--- src/rtl/stream_win_count_if.sv ---
// stream_win_count_if: stream and result handshake bundle for stream_win_count.
//   in_valid  - stream bit on 'in' is valid this cycle
//   in        - stream bit from the upstream kernel
//   res       - ones count of the last completed window (WLOG+1 bits)
//   res_valid - 'res' holds an unconsumed result
//   res_ready - consumer accepts 'res'
// master: the environment side (drives stream, consumes result).
// slave:  the counter side.
interface stream_win_count_if #(
    parameter int unsigned WLOG = 8
);
    logic          in_valid;
    logic          in;
    logic [WLOG:0] res;
    logic          res_valid;
    logic          res_ready;

    modport master (
        output in_valid,
        output in,
        output res_ready,
        input  res,
        input  res_valid
    );

    modport slave (
        input  in_valid,
        input  in,
        input  res_ready,
        output res,
        output res_valid
    );
endinterface

--- src/rtl/stream_win_count.sv ---
// stream_win_count: windowed unary-to-binary converter. Counts the 1s in a window of
// 2^WLOG valid stream bits and presents the count behind a registered valid/ready handshake.
//
// Parameters:
//   WLOG - log2 of the window length in stream bits
//   SKIP - warm-up bits discarded after start (1..65535), used only with warm-up
// Ports:
//   clk   - clock, rising edge
//   rst   - synchronous reset, active high
//   start - single-cycle run start, honoured only in IDLE
//   cont  - continuous mode, sampled at each window completion
//   busy  - FSM not in IDLE
//   ovf   - sticky: a completed result was dropped because the previous one was unconsumed
//   bus   - stream input and result handshake (stream_win_count_if.slave)
// Configuration:
//   STREAM_WIN_COUNT_WARMUP_EN - when defined, builds the WARM state and a 16-bit skip
//   counter that discards the first SKIP valid bits after start.
module stream_win_count #(
    parameter int unsigned WLOG = 8,
    parameter int unsigned SKIP = 16
) (
    input  logic               clk,
    input  logic               rst,
    input  logic               start,
    input  logic               cont,
    output logic               busy,
    output logic               ovf,
    stream_win_count_if.slave  bus
);

    if (SKIP < 1 || SKIP > 65535) begin : g_skip_range
        $error("stream_win_count: SKIP out of range 1..65535");
    end

`ifdef STREAM_WIN_COUNT_WARMUP_EN
    typedef enum logic [1:0] {StIdle, StWarm, StAcc} state_e;
`else
    typedef enum logic [1:0] {StIdle, StAcc} state_e;
`endif

    state_e          state_q, state_d;
    logic [WLOG-1:0] bit_cnt_q, bit_cnt_d;
    logic [WLOG:0]   ones_q, ones_d;
    logic [WLOG:0]   res_q, res_d;
    logic            res_valid_q, res_valid_d;
    logic            ovf_q, ovf_d;
    logic [WLOG:0]   win_count;
    logic            win_done;
`ifdef STREAM_WIN_COUNT_WARMUP_EN
    localparam logic [15:0] SkipLast = 16'(SKIP - 1);
    logic [15:0]     skip_q, skip_d;
`endif

    // Count including the bit sampled this cycle; only meaningful on completion.
    assign win_count = ones_q + {{WLOG{1'b0}}, bus.in};

    always_comb begin
        state_d     = state_q;
        bit_cnt_d   = bit_cnt_q;
        ones_d      = ones_q;
        res_d       = res_q;
        res_valid_d = res_valid_q;
        ovf_d       = ovf_q;
        win_done    = 1'b0;
`ifdef STREAM_WIN_COUNT_WARMUP_EN
        skip_d      = skip_q;
`endif

        case (state_q)
            StIdle: begin
                if (start) begin
`ifdef STREAM_WIN_COUNT_WARMUP_EN
                    state_d = StWarm;
                    skip_d  = '0;
`else
                    state_d   = StAcc;
                    bit_cnt_d = '0;
                    ones_d    = '0;
`endif
                end
            end
`ifdef STREAM_WIN_COUNT_WARMUP_EN
            StWarm: begin
                if (bus.in_valid) begin
                    if (skip_q == SkipLast) begin
                        state_d   = StAcc;
                        skip_d    = '0;
                        bit_cnt_d = '0;
                        ones_d    = '0;
                    end else begin
                        skip_d = skip_q + 16'd1;
                    end
                end
            end
`endif
            StAcc: begin
                if (bus.in_valid) begin
                    if (&bit_cnt_q) begin
                        win_done  = 1'b1;
                        bit_cnt_d = '0;
                        ones_d    = '0;
                        state_d   = cont ? StAcc : StIdle;
                    end else begin
                        bit_cnt_d = bit_cnt_q + 1'b1;
                        ones_d    = win_count;
                    end
                end
            end
            default: state_d = StIdle;
        endcase

        // A completion may load only if the slot is free or being drained this same cycle.
        if (win_done) begin
            if (!res_valid_q || bus.res_ready) begin
                res_d       = win_count;
                res_valid_d = 1'b1;
            end else begin
                ovf_d = 1'b1;
            end
        end else if (res_valid_q && bus.res_ready) begin
            res_valid_d = 1'b0;
        end
    end

    always_ff @(posedge clk) begin
        if (rst) begin
            state_q     <= StIdle;
            bit_cnt_q   <= '0;
            ones_q      <= '0;
            res_q       <= '0;
            res_valid_q <= 1'b0;
            ovf_q       <= 1'b0;
`ifdef STREAM_WIN_COUNT_WARMUP_EN
            skip_q      <= '0;
`endif
        end else begin
            state_q     <= state_d;
            bit_cnt_q   <= bit_cnt_d;
            ones_q      <= ones_d;
            res_q       <= res_d;
            res_valid_q <= res_valid_d;
            ovf_q       <= ovf_d;
`ifdef STREAM_WIN_COUNT_WARMUP_EN
            skip_q      <= skip_d;
`endif
        end
    end

    assign busy          = (state_q != StIdle);
    assign ovf           = ovf_q;
    assign bus.res       = res_q;
    assign bus.res_valid = res_valid_q;

endmodule

--- src/flat_wrapper.sv ---
// flat-port wrapper written by rule: the top's interface ports become plain ports
module stream_win_count_flat 
#(
    parameter int unsigned WLOG = 8,
    parameter int unsigned SKIP = 16
)
  (clk, rst, start, cont, busy, ovf, bus_in_valid, bus_in, bus_res_ready, bus_res, bus_res_valid);
  stream_win_count_if #(.WLOG(WLOG)) bus_i ();
  input  logic clk;
  input  logic rst;
  input  logic start;
  input  logic cont;
  output logic busy;
  output logic ovf;
  input wire logic [$bits(bus_i.in_valid)-1:0] bus_in_valid;
  input wire logic [$bits(bus_i.in)-1:0] bus_in;
  input wire logic [$bits(bus_i.res_ready)-1:0] bus_res_ready;
  output wire logic [$bits(bus_i.res)-1:0] bus_res;
  output wire logic [$bits(bus_i.res_valid)-1:0] bus_res_valid;
  assign bus_i.in_valid = bus_in_valid;
  assign bus_i.in = bus_in;
  assign bus_i.res_ready = bus_res_ready;
  assign bus_res = bus_i.res;
  assign bus_res_valid = bus_i.res_valid;
  stream_win_count #(.WLOG(WLOG), .SKIP(SKIP)) u_core (.clk(clk), .rst(rst), .start(start), .cont(cont), .busy(busy), .ovf(ovf), .bus(bus_i));
endmodule
--- config.mk ---
export PLATFORM = sky130hd
export DESIGN_NAME = stream_win_count_flat
export DESIGN_NICKNAME = d
export VERILOG_FILES = /design/src/rtl/stream_win_count_if.sv /design/src/rtl/stream_win_count.sv /design/src/flat_wrapper.sv
export SDC_FILE = /design/constraint.sdc
export NUM_CORES = 1
export LEC_CHECK = 0
export BUFFER_PORTS_ARGS = -buffer_cell sky130_fd_sc_hd__buf_2
export CORE_UTILIZATION = 55
export DETAILED_ROUTE_END_ITERATION = 10
export PLACE_DENSITY = 0.77
export SETUP_SLACK_MARGIN = 0.5
export SLEW_MARGIN = 10
export SYNTH_ARGS = -nofsm -noshare
export SYNTH_HDL_FRONTEND = slang
export SYNTH_SLANG_ARGS = --single-unit
--- constraint.sdc ---
create_clock -name clk -period 2 [get_ports clk]
set_input_delay 0.2 -clock clk [delete_from_list [all_inputs] [get_ports clk]]
set_output_delay 0.2 -clock clk [all_outputs]
set_load 0.01 [all_outputs]
-- After elaboration in Yosys (flattened, before gate mapping)
Cells that the tools add are included.
- word-level logic and storage cells: 46
- register bits after elaboration: 30
- reduce and logical (&&, ||, !) cells: 13
- muxes and demuxes: 19
- bitwise gates (word level): 1
- eq/ne operators: 5
- add/subtract/negate cells: 2
- operator list (kind ; number):
    $mux W9 ; 3
    $mux W8 ; 3
    $pmux W9 S2 ; 1
    $pmux W8 S2 ; 1
    $add A9 B1 Y9 ; 1
    $add A8 B1 Y8 const B ; 1
    $reduce_and A8 Y1 ; 1
    $mux W1 ; 7
    $mux W2 ; 3
    $ne A2 B2 Y1 const B ; 3
    $reduce_and A2 Y1 ; 3
    $reduce_and A3 Y1 ; 2
    $reduce_bool A2 Y1 ; 3
    $pmux W2 S2 ; 1
    $eq A2 B1 Y1 const B ; 1
    $logic_not A2 Y1 ; 1
    $ne A2 B1 Y1 const B ; 1
    $logic_and A1 B1 Y1 ; 1
    $logic_not A1 Y1 ; 1
    $logic_or A1 B1 Y1 ; 1
    $not A1 Y1 ; 1

-- Longest topological paths before layout
Gate-level depths: netlist of run 1.
- depth in word-level cells: 6
- mapped depth: 6

-- Worst setup path after synthesis of run 1
No wires, ideal clock.
- kind: register to register
- from: reg u_core.bit_cnt_q[0]
- to: reg u_core.res_q[2], in the netlist u_core.bus.res[2]
- setup slack: 0.292 ns
- stages on the path, launching flop included: 7
- arrival: 1.628 ns
- required time: 1.920 ns
- cells stage by stage: dfxtp_1 -> ha_1 -> nand3_4 -> nor4_4 -> buf_6 -> nor2_1 -> a211oi_2
- cells in the longest elaborated chain, start to end: 5
- ends and longest elaborated chain (item ; line ; source):
    from (decl) ; stream_win_count.sv:42 ; logic [WLOG-1:0] bit_cnt_q, bit_cnt_d;
    from (signal assigned) ; stream_win_count.sv:138 ; bit_cnt_q <= bit_cnt_d;
    $reduce_and A8 Y1 ; stream_win_count.sv:98 ; if (&bit_cnt_q) begin
    $mux W1 ; stream_win_count.sv:98 ;
    $mux W1 ; stream_win_count.sv:97 ; if (bus.in_valid) begin
    $mux W1 ; stream_win_count.sv:69 ; case (state_q)
    $reduce_and A2 Y1 (no source line) ; -- ;
    to (signal assigned) ; stream_win_count.sv:140 ; res_q <= res_d;
    to (decl) ; stream_win_count.sv:44 ; logic [WLOG:0] res_q, res_d;
Every way passes these cells.
A chain may end at the register's enable or synchronous reset.

-- Worst setup path in the final report of run 1
- from: reg u_core.bit_cnt_q[1]
- to: reg u_core.ones_q[0]
- cells in the longest elaborated chain, start to end: 4
- ends and longest elaborated chain (item ; line ; source):
    $reduce_and A8 Y1 ; stream_win_count.sv:98 ;
    $mux W9 ; stream_win_count.sv:98 ;
    $mux W9 ; stream_win_count.sv:97 ;
    $pmux W9 S2 ; stream_win_count.sv:69 ;
    to (signal assigned) ; stream_win_count.sv:139 ; ones_q <= ones_d;
    to (decl) ; stream_win_count.sv:43 ; logic [WLOG:0] ones_q, ones_d;
Every way passes these cells. The select of a mux whose other input is x is not followed.

==> reports/metrics.cfg, run 1 <==
[outcome]
result_of_the_run=finished clean

[sta]
setup-violations-final=0
final_min_period_over_clock_period=0.753
timing.setup.tns_ps=0
timing.final.crit_period_ps=1510
hold_violations=0
relSlewSlack=0.701
timing_max_transition_violations_final=0
max_freq_mhz=664
fin_skew_ps=16.1
worst_hold_slack_ps=162
grt_setup_unrepaired=yes
tightestPinTransition_ps=449
fin_ws_ps=495

[logic_synthesis]
synth_edf_count=0
synth.cell_area_um2=1400
synth.ff_latch_count=29
synth_ff_type=sky130_fd_sc_hd__dfxtp_1
synthesis.yosys.warnings=0
asyncSetResetFlopFracSynth=0
synth.distinct_cells=39
avgSynthCellArea_um2=9.15
synth_cells=153
ys_seq_area_frac=0.415
postSynthNetCount=163

[detailed_routing]
drt_first_iter_violations=45
route.detailed.drc=0
finalWirelength_um=3270
vias=1250
routed_via_density=5.92
firstDrtPassIters=4
drt.antenna.violating_nets=0
routed_wire_length_per_instance_um=15.5

[worst_hold_path]
min-delay-start=start
worstHoldPathType=primary input to flip-flop
min_path_cells=3

[floorplan]
floorplan.die.width_um=52.5
boundaryPins=19
initial_utilization=0.609
core_region_area_um2=2300
fp-row-count=17
die_height_um=52.5
design.die.area_um2=2750

[worst_setup_path]
worstSetupPathType=flip-flop to flip-flop
cp-startpoint=u_core.bit_cnt_q[1]
worst_r2r_startpoint=u_core.bit_cnt_q[1]
ff2ff_path_depth=5
type_of_element_capturing_the_critical_path=flip-flop
worst_setup_sp_type=flip-flop
worstPathRequired_ps=2190
cp.arrival_ps=1700
worstPathMaxFanout=7

[clock_network]
clock_tree.root_cell=sky130_fd_sc_hd__clkbuf_4
htree_num_levels=2
cts_buffers=5
clk_path_buf_depth=2
clock_insertion_delay_worst_skew_ps=340
cts_tree=yes
clock_sinks=29
post_cts_hold_buffer_count=0
clk_pin_slew_ps=90

[cells_and_area]
areaGrowthSynthToFinish_pct=21.6
post_route_core_utilization=0.741
finish.cell_count_without_fillers=211
mostFrequentLayoutCells=21 x sky130_fd_sc_hd__dfxtp_1, 20 x sky130_fd_sc_hd__nor2_1, 18 x sky130_fd_sc_hd__buf_2, 16 x sky130_fd_sc_hd__nand2_1
final_design_area_no_fill_um2=1700
antenna-diode-count=0
drive_above_1_share=0.372
final_common_cell=sky130_fd_sc_hd__dfxtp_1
num-nets-final=192

[global_routing]
grt_start_max_net_pins=21
grt_pass1_vias=1118
globalRouteOverflowTotal=0
grt_pass1_wl_um=5170
grt_use_total=0.260
antenna_found_initial=0

[power_and_ir_drop]
worst_ir_drop_vdd_mv=0.498
finalPower_mw=1.01
power_density_nw_per_um2=590
p_leak_nw=0.658

[placed_design]
placedCellCount=195
post-dp-hpwl_um=2020
placedInstanceArea_um2=1520
gp_congestion=0.857
portBuffers=18
post-place-ws_ps=340

[run]
maxCapViolations=0

-- logic make-up (layout without fill, tap and decap cells) --
group,after synthesis,count (layout),share of synthesized area
flip-flops,29,29,0.415
AND/OR/NAND/NOR,64,64,0.244
buffers and inverters,9,39,0.0331
multiplexers,6,6,0.0438
adder cells (fa/ha/maj),3,3,0.0268
XOR/XNOR,9,9,0.0563
AO/OA/AOI/OAI,33,33,0.181
-- critical path, stage by stage (launching register included) --
cell and delay (ps):
sky130_fd_sc_hd__dfxtp_4 380, sky130_fd_sc_hd__ha_4 150, sky130_fd_sc_hd__nand3_4 140, sky130_fd_sc_hd__or3_4 430, sky130_fd_sc_hd__a32oi_2 200, sky130_fd_sc_hd__nor2_1 70
-- power by group --
group          switching (mW)  total (mW)  internal (mW)
Sequential             0.0117       0.593          0.582
Combinational          0.0424      0.0700         0.0276
Clock                   0.209       0.342          0.134
-- per-layer routing --
| layer | track usage | share of wire |
|---|---|---|
| met1 | 0.327 | 0.41 |
| met2 | 0.392 | 0.48 |
| met3 | 0.110 | 0.088 |
| met4 | 0.0965 | 0.018 |
| met5 | 0 | 0 |
-- cells in the mapped netlist (2+ instances only) --
cell	count	area, um^2
sky130_fd_sc_hd__a21oi_1	9	45.0
sky130_fd_sc_hd__nand2_1	17	63.8
sky130_fd_sc_hd__nand2b_1	2	12.5
sky130_fd_sc_hd__xnor2_1	6	52.6
sky130_fd_sc_hd__xor2_1	3	26.3
sky130_fd_sc_hd__ha_1	3	37.5
sky130_fd_sc_hd__a31oi_1	3	18.8
sky130_fd_sc_hd__nor2_1	21	78.8
sky130_fd_sc_hd__inv_1	4	15.0
sky130_fd_sc_hd__a211oi_2	5	62.6
sky130_fd_sc_hd__dfxtp_1	29	581
sky130_fd_sc_hd__or3_2	2	15.0
sky130_fd_sc_hd__clkbuf_1	2	7.51
sky130_fd_sc_hd__a22oi_1	2	15.0
sky130_fd_sc_hd__or3_1	2	12.5
sky130_fd_sc_hd__nand3_1	5	25.0
sky130_fd_sc_hd__nor3_1	5	25.0
sky130_fd_sc_hd__o21ai_0	8	40.0
sky130_fd_sc_hd__mux2i_1	5	50.1
-- flip-flops by register name, indices dropped and copies added, names as in the netlist --
name and count:
u_core.bus.res 9, u_core.ones_q 9, u_core.bit_cnt_q 8, u_core.bus.res_valid 1, u_core.ovf 1, u_core.state_q 1
-- area by class of cell --
| class | instances | area [um^2] |
|---|---|---|
| Clock inverter | 2 | 10.0 |
| Multi-Input combinational cell | 115 | 845 |
| Clock buffer | 6 | 41.3 |
| Inverter | 4 | 15.0 |
| Tap cell | 28 | 35.0 |
| Timing Repair Buffer | 27 | 161 |
| Fill cell | 171 | 594 |
| Sequential cell | 29 | 596 |
-- final timing paths --
path              slack (ps)           endpoint
setup / recovery         490   u_core.ones_q[0]
hold / removal           160  u_core.state_q[0]
setup reg to reg         490   u_core.ones_q[0]
hold reg to reg          490   u_core.ones_q[8]
-- what timing repair did --
item	in CTS	in global routing
gates cloned	0	1
resized for setup	11	13
setup endpoints to repair	16	21
setup buffers	1	6
pin swaps	0	3
No activity file was read; power rests on OpenSTA's default activity.
==> run 2: changes to the inputs <==
==> constraint.sdc (replaced) <==
create_clock -name clk -period 1.5 [get_ports clk]
set_input_delay 0.15 -clock clk [delete_from_list [all_inputs] [get_ports clk]]
set_output_delay 0.15 -clock clk [all_outputs]
set_load 0.01 [all_outputs]
==> reports/metrics.cfg, run 2 (same netlist as run 1, synthesis figures left out) <==
[placed_design]
post-place-ws_ps=-8.92  ; -349 ps
portBuffers=18  ; unchanged
placedCellCount=202  ; +3.6%
post-dp-hpwl_um=2130  ; +5.5%
placedInstanceArea_um2=1670  ; +10%
gp_congestion=0.852  ; -0.66%

[sta]
fin_skew_ps=14.5  ; -1.58 ps
relSlewSlack=0.800  ; +0.0995
final_min_period_over_clock_period=0.996  ; +0.243
timing.final.crit_period_ps=1490  ; -11.1 ps
max_freq_mhz=669  ; +0.74%
timing_max_transition_violations_final=0  ; unchanged
fin_ws_ps=5.92  ; -489 ps
hold_violations=0  ; unchanged
setup-violations-final=0  ; unchanged
tightestPinTransition_ps=299  ; -150 ps
grt_setup_unrepaired=yes

[cells_and_area]
final_common_cell=sky130_fd_sc_hd__buf_4
drive_above_1_share=0.587  ; +0.216
final_design_area_no_fill_um2=2140  ; +26%
num-nets-final=215  ; +12%
post_route_core_utilization=0.932  ; +0.191
finish.cell_count_without_fillers=234  ; +11%
areaGrowthSynthToFinish_pct=52.9
mostFrequentLayoutCells=20 x sky130_fd_sc_hd__buf_4, 16 x sky130_fd_sc_hd__buf_2, 15 x sky130_fd_sc_hd__nor2_1, 15 x sky130_fd_sc_hd__nand2_1
fillers=74  ; -57%
antenna-diode-count=0  ; unchanged

[detailed_routing]
drt_first_iter_violations=48  ; +6.7%
vias=1447  ; +16%
routed_wire_length_per_instance_um=19.2  ; +24%
finalWirelength_um=4490  ; +37%
route.detailed.drc=0  ; unchanged
routed_via_density=6.18  ; +4.4%
drt.antenna.violating_nets=0  ; unchanged
firstDrtPassIters=5  ; +1

[clock_network]
cts_tree=yes
post_cts_hold_buffer_count=0  ; unchanged
clock_tree.root_cell=sky130_fd_sc_hd__clkbuf_4
clk_path_buf_depth=2  ; unchanged
clock_sinks=29  ; unchanged
clock_insertion_delay_worst_skew_ps=340  ; about the same
htree_num_levels=2  ; unchanged
cts_buffers=5  ; unchanged
clk_pin_slew_ps=100  ; about the same

[worst_setup_path]
worst_setup_sp_type=flip-flop
crit_chain=ha_4 > nand3_4 > buf_4 > o311a_2 > a21oi_2 > a31oi_1
cp.arrival_ps=1730  ; +30 ps
cp_top_family=compound AO/OA/AOI/OAI gates
worst_path_max_delay_cell=sky130_fd_sc_hd__o311a_2
worstPathRequired_ps=1730  ; -460 ps
cp.buffers_inverters=1  ; +1
timing.critical_path.slowest_cell_delay_ps=380  ; -50 ps
type_of_element_capturing_the_critical_path=flip-flop
worstSetupPathType=flip-flop to flip-flop
worstPathMaxFanout=6  ; -1

[floorplan]
fp-row-count=17  ; unchanged
design.die.area_um2=2750  ; unchanged
die_height_um=52.5  ; unchanged
floorplan.die.width_um=52.5  ; unchanged
initial_utilization=0.609  ; unchanged
core_region_area_um2=2300  ; unchanged
boundaryPins=19  ; unchanged

[power_and_ir_drop]
total_switching_power_mw=0.364  ; +39%
combPwrFrac=0.099  ; +0.029
power.switching_fraction=0.264  ; +0.00318
finalPower_mw=1.38  ; +37%
power_report.internal_total_mw=1.01  ; +36%
seq_power_share=0.574  ; -0.016
power_density_nw_per_um2=643  ; +8.9%
p_clk_frac=0.328  ; -0.012
worst_ir_drop_vdd_mv=0.805  ; +62%
p_leak_nw=0.872  ; +32%

[global_routing]
grt_pass1_vias=1300  ; +16%
globalRouteOverflowTotal=0  ; unchanged
grt_use_total=0.291  ; +0.0306
antenna_found_initial=0  ; unchanged
grt_start_max_net_pins=20  ; -4.8%
grt_pass1_wl_um=5720  ; +11%

[worst_hold_path]
worstHoldPathType=primary input to flip-flop

[run]
maxCapViolations=0  ; unchanged

[outcome]
result_of_the_run=finished clean

[run 2: cell count changes in the layout (fill, tap and decap cells not counted), sizes merged]
| cell | previous run | this run |
|---|---|---|
| buf | 27 | 49 |
| o311a | 1 | 2 |
[run 2: path summary, 6_finish.rpt]
path                       startpoint                 to  slack [ps]  cells past startpoint
setup / recovery  u_core.bit_cnt_q[1]   u_core.ones_q[3]           6                      6
hold / removal                  start  u_core.state_q[0]         150                      3
setup reg to reg  u_core.bit_cnt_q[1]   u_core.ones_q[3]           6                      6
hold reg to reg            u_core.ovf         u_core.ovf         470                      2
[run 2: layer usage]
layer	GRT usage	vias to the layer above	wire, um
li1	-	655	-
met1	0.352	716	1800
met2	0.464	59	2240
met3	0.0899	17	251
met4	0.140	0	199
met5	0	-	0
[run 2: tightest hold or removal path: cells and delay by family]
kind / cells / cell delay, ps
simple gates: 2 / 170
buf+inv: 1 / 120
[run 2: what timing repair did]
action	4_1_cts	5_1_grt
endpoints found under the setup margin	34	33
pin swaps	9	13
setup buffers	14	9
gates resized for setup	23	34
gates cloned	0	1
[run 2: stage by stage]
| stage | TNS (ps) | hold WS (ps) |
|---|---|---|
| 2_1_floorplan | 0 | 310 |
| 3_3_place_gp | 0 | 433 |
| 3_5_place_dp | -8.92 | 456 |
| 4_1_cts | 0 | 116 |
| 5_1_grt | -363 | 120 |
| 6_report | 0 | 146 |
[run 2: power groups by stage]
stage / Combinational [mW] / Clock (mW) / Sequential (mW)
2_1_floorplan: 0.0650 / 0 / 0.809
3_3_place_gp: 0.0936 / 0 / 0.809
3_5_place_dp: 0.0963 / 0 / 0.809
4_1_cts: 0.107 / 0.461 / 0.788
5_1_grt: 0.143 / 0.498 / 0.791
6_report: 0.136 / 0.451 / 0.790
[run 2: final cells by class]
class	count	area (um^2)	share of cell area
multi-input cells	116	1020	0.477
flip-flops and latches	29	614	0.287
repair buffers	49	403	0.188
clock buffers	6	41.3	0.0193
well taps	28	35.0	0.0164
inverters	4	15.0	0.00701
clock inverters	2	10.0	0.00468
==> run 3: changes to the inputs <==
==> constraint.sdc (replaced) <==
create_clock -name clk -period 1.5 [get_ports clk]
set_input_delay 0.15 -clock clk [delete_from_list [all_inputs] [get_ports clk]]
set_output_delay 0.15 -clock clk [all_outputs]
set_load 0.02 [all_outputs]
==> reports/metrics.cfg, run 3 (same netlist as run 1, synthesis figures left out) <==
[sta]
timing.setup.tns_ps=0  ; unchanged
hold_violations=0  ; unchanged
setup-violations-final=0  ; unchanged
timing.final.crit_period_ps=1430  ; -59.7 ps
max_freq_mhz=697  ; +4.2%
grt_setup_unrepaired=yes
timing_max_transition_violations_final=0  ; unchanged
tightestPinTransition_ps=314  ; +14.4 ps
fin_skew_ps=16.6  ; +2.03 ps
final_min_period_over_clock_period=0.956  ; -0.0398
relSlewSlack=0.790  ; -0.00964

[worst_setup_path]
cp_top_family=simple AND/OR/NAND/NOR gates
worstPathMaxFanout=5  ; -1
type_of_element_capturing_the_critical_path=flip-flop
cp.buffers_inverters=1  ; unchanged
cp.arrival_ps=1650  ; -80 ps
timing.critical_path.slowest_cell_delay_ps=420  ; +40 ps
worst_setup_sp_type=flip-flop
crit_chain=nand4_4 > nor4_4 > buf_4 > mux2i_1 > nor2_1
worstPathRequired_ps=1720  ; about the same
worst_path_max_delay_cell=sky130_fd_sc_hd__dfxtp_2
worstSetupPathType=flip-flop to flip-flop

[floorplan]
design.die.area_um2=2750  ; unchanged
fp-row-count=17  ; unchanged
core_region_area_um2=2300  ; unchanged
initial_utilization=0.609  ; unchanged
floorplan.die.width_um=52.5  ; unchanged
die_height_um=52.5  ; unchanged
boundaryPins=19  ; unchanged

[cells_and_area]
num-nets-final=204  ; -5.1%
finish.cell_count_without_fillers=223  ; -4.7%
fillers=136  ; +84%
antenna-diode-count=0  ; unchanged
final_common_cell=sky130_fd_sc_hd__buf_4
post_route_core_utilization=0.850  ; -0.0817
areaGrowthSynthToFinish_pct=39.5
drive_above_1_share=0.549  ; -0.0387
mostFrequentLayoutCells=25 x sky130_fd_sc_hd__buf_4, 15 x sky130_fd_sc_hd__nor2_1, 15 x sky130_fd_sc_hd__nand2_1, 13 x sky130_fd_sc_hd__dfxtp_1, 12 x sky130_fd_sc_hd__dfxtp_2

[detailed_routing]
drt_first_iter_violations=43  ; -10%
firstDrtPassIters=4  ; -1
drt.antenna.violating_nets=0  ; unchanged
routed_via_density=5.89  ; -4.7%
vias=1314  ; -9.2%
finalWirelength_um=3610  ; -20%
route.detailed.drc=0  ; unchanged
routed_wire_length_per_instance_um=16.2  ; -16%

[worst_hold_path]
worstHoldPathType=primary input to flip-flop

[placed_design]
gp_congestion=0.779  ; -8.5%
portBuffers=18  ; unchanged
post-dp-hpwl_um=2210  ; +3.8%
placedCellCount=206  ; +2.0%

[power_and_ir_drop]
seq_power_share=0.566  ; -0.008
combPwrFrac=0.092  ; -0.007
total_switching_power_mw=0.380  ; +4.3%
worst_ir_drop_vdd_mv=0.799  ; -0.71%
power_report.internal_total_mw=1.00  ; -0.79%
power.switching_fraction=0.274  ; +0.00995
p_leak_nw=0.764  ; -12%
p_clk_frac=0.342  ; +0.014
power_density_nw_per_um2=709  ; +10%
finalPower_mw=1.38  ; +0.57%

[global_routing]
grt_pass1_wl_um=5840  ; +2.0%
grt_pass1_vias=1236  ; -4.9%
antenna_found_initial=0  ; unchanged
globalRouteOverflowTotal=0  ; unchanged
gr-usage-met2=0.485  ; +0.0211
grt_start_max_net_pins=20  ; unchanged
grt_use_total=0.297  ; +0.00571
use_met1=0.374  ; +0.0220
peak_usage_layer_in_the_global_routing_report=met2
use_met3=0.0725  ; -0.0174

[clock_network]
clock_sinks=29  ; unchanged
clk_path_buf_depth=2  ; unchanged
clk_pin_slew_ps=110  ; about the same
clock_tree.root_cell=sky130_fd_sc_hd__clkbuf_4
clock_insertion_delay_worst_skew_ps=340  ; about the same
htree_num_levels=2  ; unchanged
cts_buffers=5  ; unchanged
cts_tree=yes

[run]
maxCapViolations=0  ; unchanged

[outcome]
result_of_the_run=finished clean

## run 3: power groups by stage
| stage | clock [mW] | combinational [mW] | sequential (mW) |
|---|---|---|---|
| floorplan | 0 | 0.0667 | 0.808 |
| global placement | 0 | 0.106 | 0.804 |
| detailed placement | 0 | 0.108 | 0.804 |
| CTS | 0.479 | 0.121 | 0.784 |
| global route | 0.524 | 0.136 | 0.785 |
| finish | 0.474 | 0.127 | 0.783 |
## run 3: timing repair
action                                  in CTS  in global routing
hold buffers                                 0                  0
buffers inserted                             7                  1
endpoints found under the setup margin      34                 41
gates cloned                                 1                  0
resized for setup                           35                 20
pin swaps                                    8                  8
## run 3: final timing paths
check                                          to                start  slack [ps]  depth (start not counted)
worst max register to register  u_core.bus.res[0]  u_core.bit_cnt_q[5]          70                          5
worst min-delay path            u_core.state_q[0]                start         110                          3
worst min register to register         u_core.ovf           u_core.ovf         490                          2
worst max-delay path            u_core.bus.res[0]  u_core.bit_cnt_q[5]          70                          5
## run 3: worst reg2reg max path, delay by kind of cell (launching register included)
family | cells | cell delay (ps)
simple gates | 3 | 510
mux | 1 | 200
buf+inv | 1 | 190
flops | 1 | 420
## run 3: per-layer routing
layer / share of wire / vias to the layer above / routed length [um]
met3: 0.055 / 7 / 199
li1: - / 630 / -
met4: 0.013 / 0 / 48
met1: 0.43 / 634 / 1550
met5: 0 / - / 0
met2: 0.50 / 43 / 1820
## run 3: cell type report
type,instances,area (um^2),share of cell area
Tap cell,28,35.0,0.0179
Multi-Input combinational cell,116,941,0.482
Clock buffer,5,37.5,0.0192
Clock inverter,3,17.5,0.00897
Sequential cell,29,611,0.313
Inverter,4,15.0,0.00769
Timing Repair Buffer,38,297,0.152
## run 3: per-stage QoR
| step | area (um^2) | worst slack, ps | hold slack (ps) |
|---|---|---|---|
| finish | 1950 | 65.6 | 114 |
| global route | 1950 | 5.23 | 102 |
| CTS | 1890 | 68.3 | 95.5 |
| global placement | 1670 | 14.9 | 433 |
| detailed placement | 1670 | 10.9 | 437 |
| floorplan | 1500 | 29.5 | 310 |
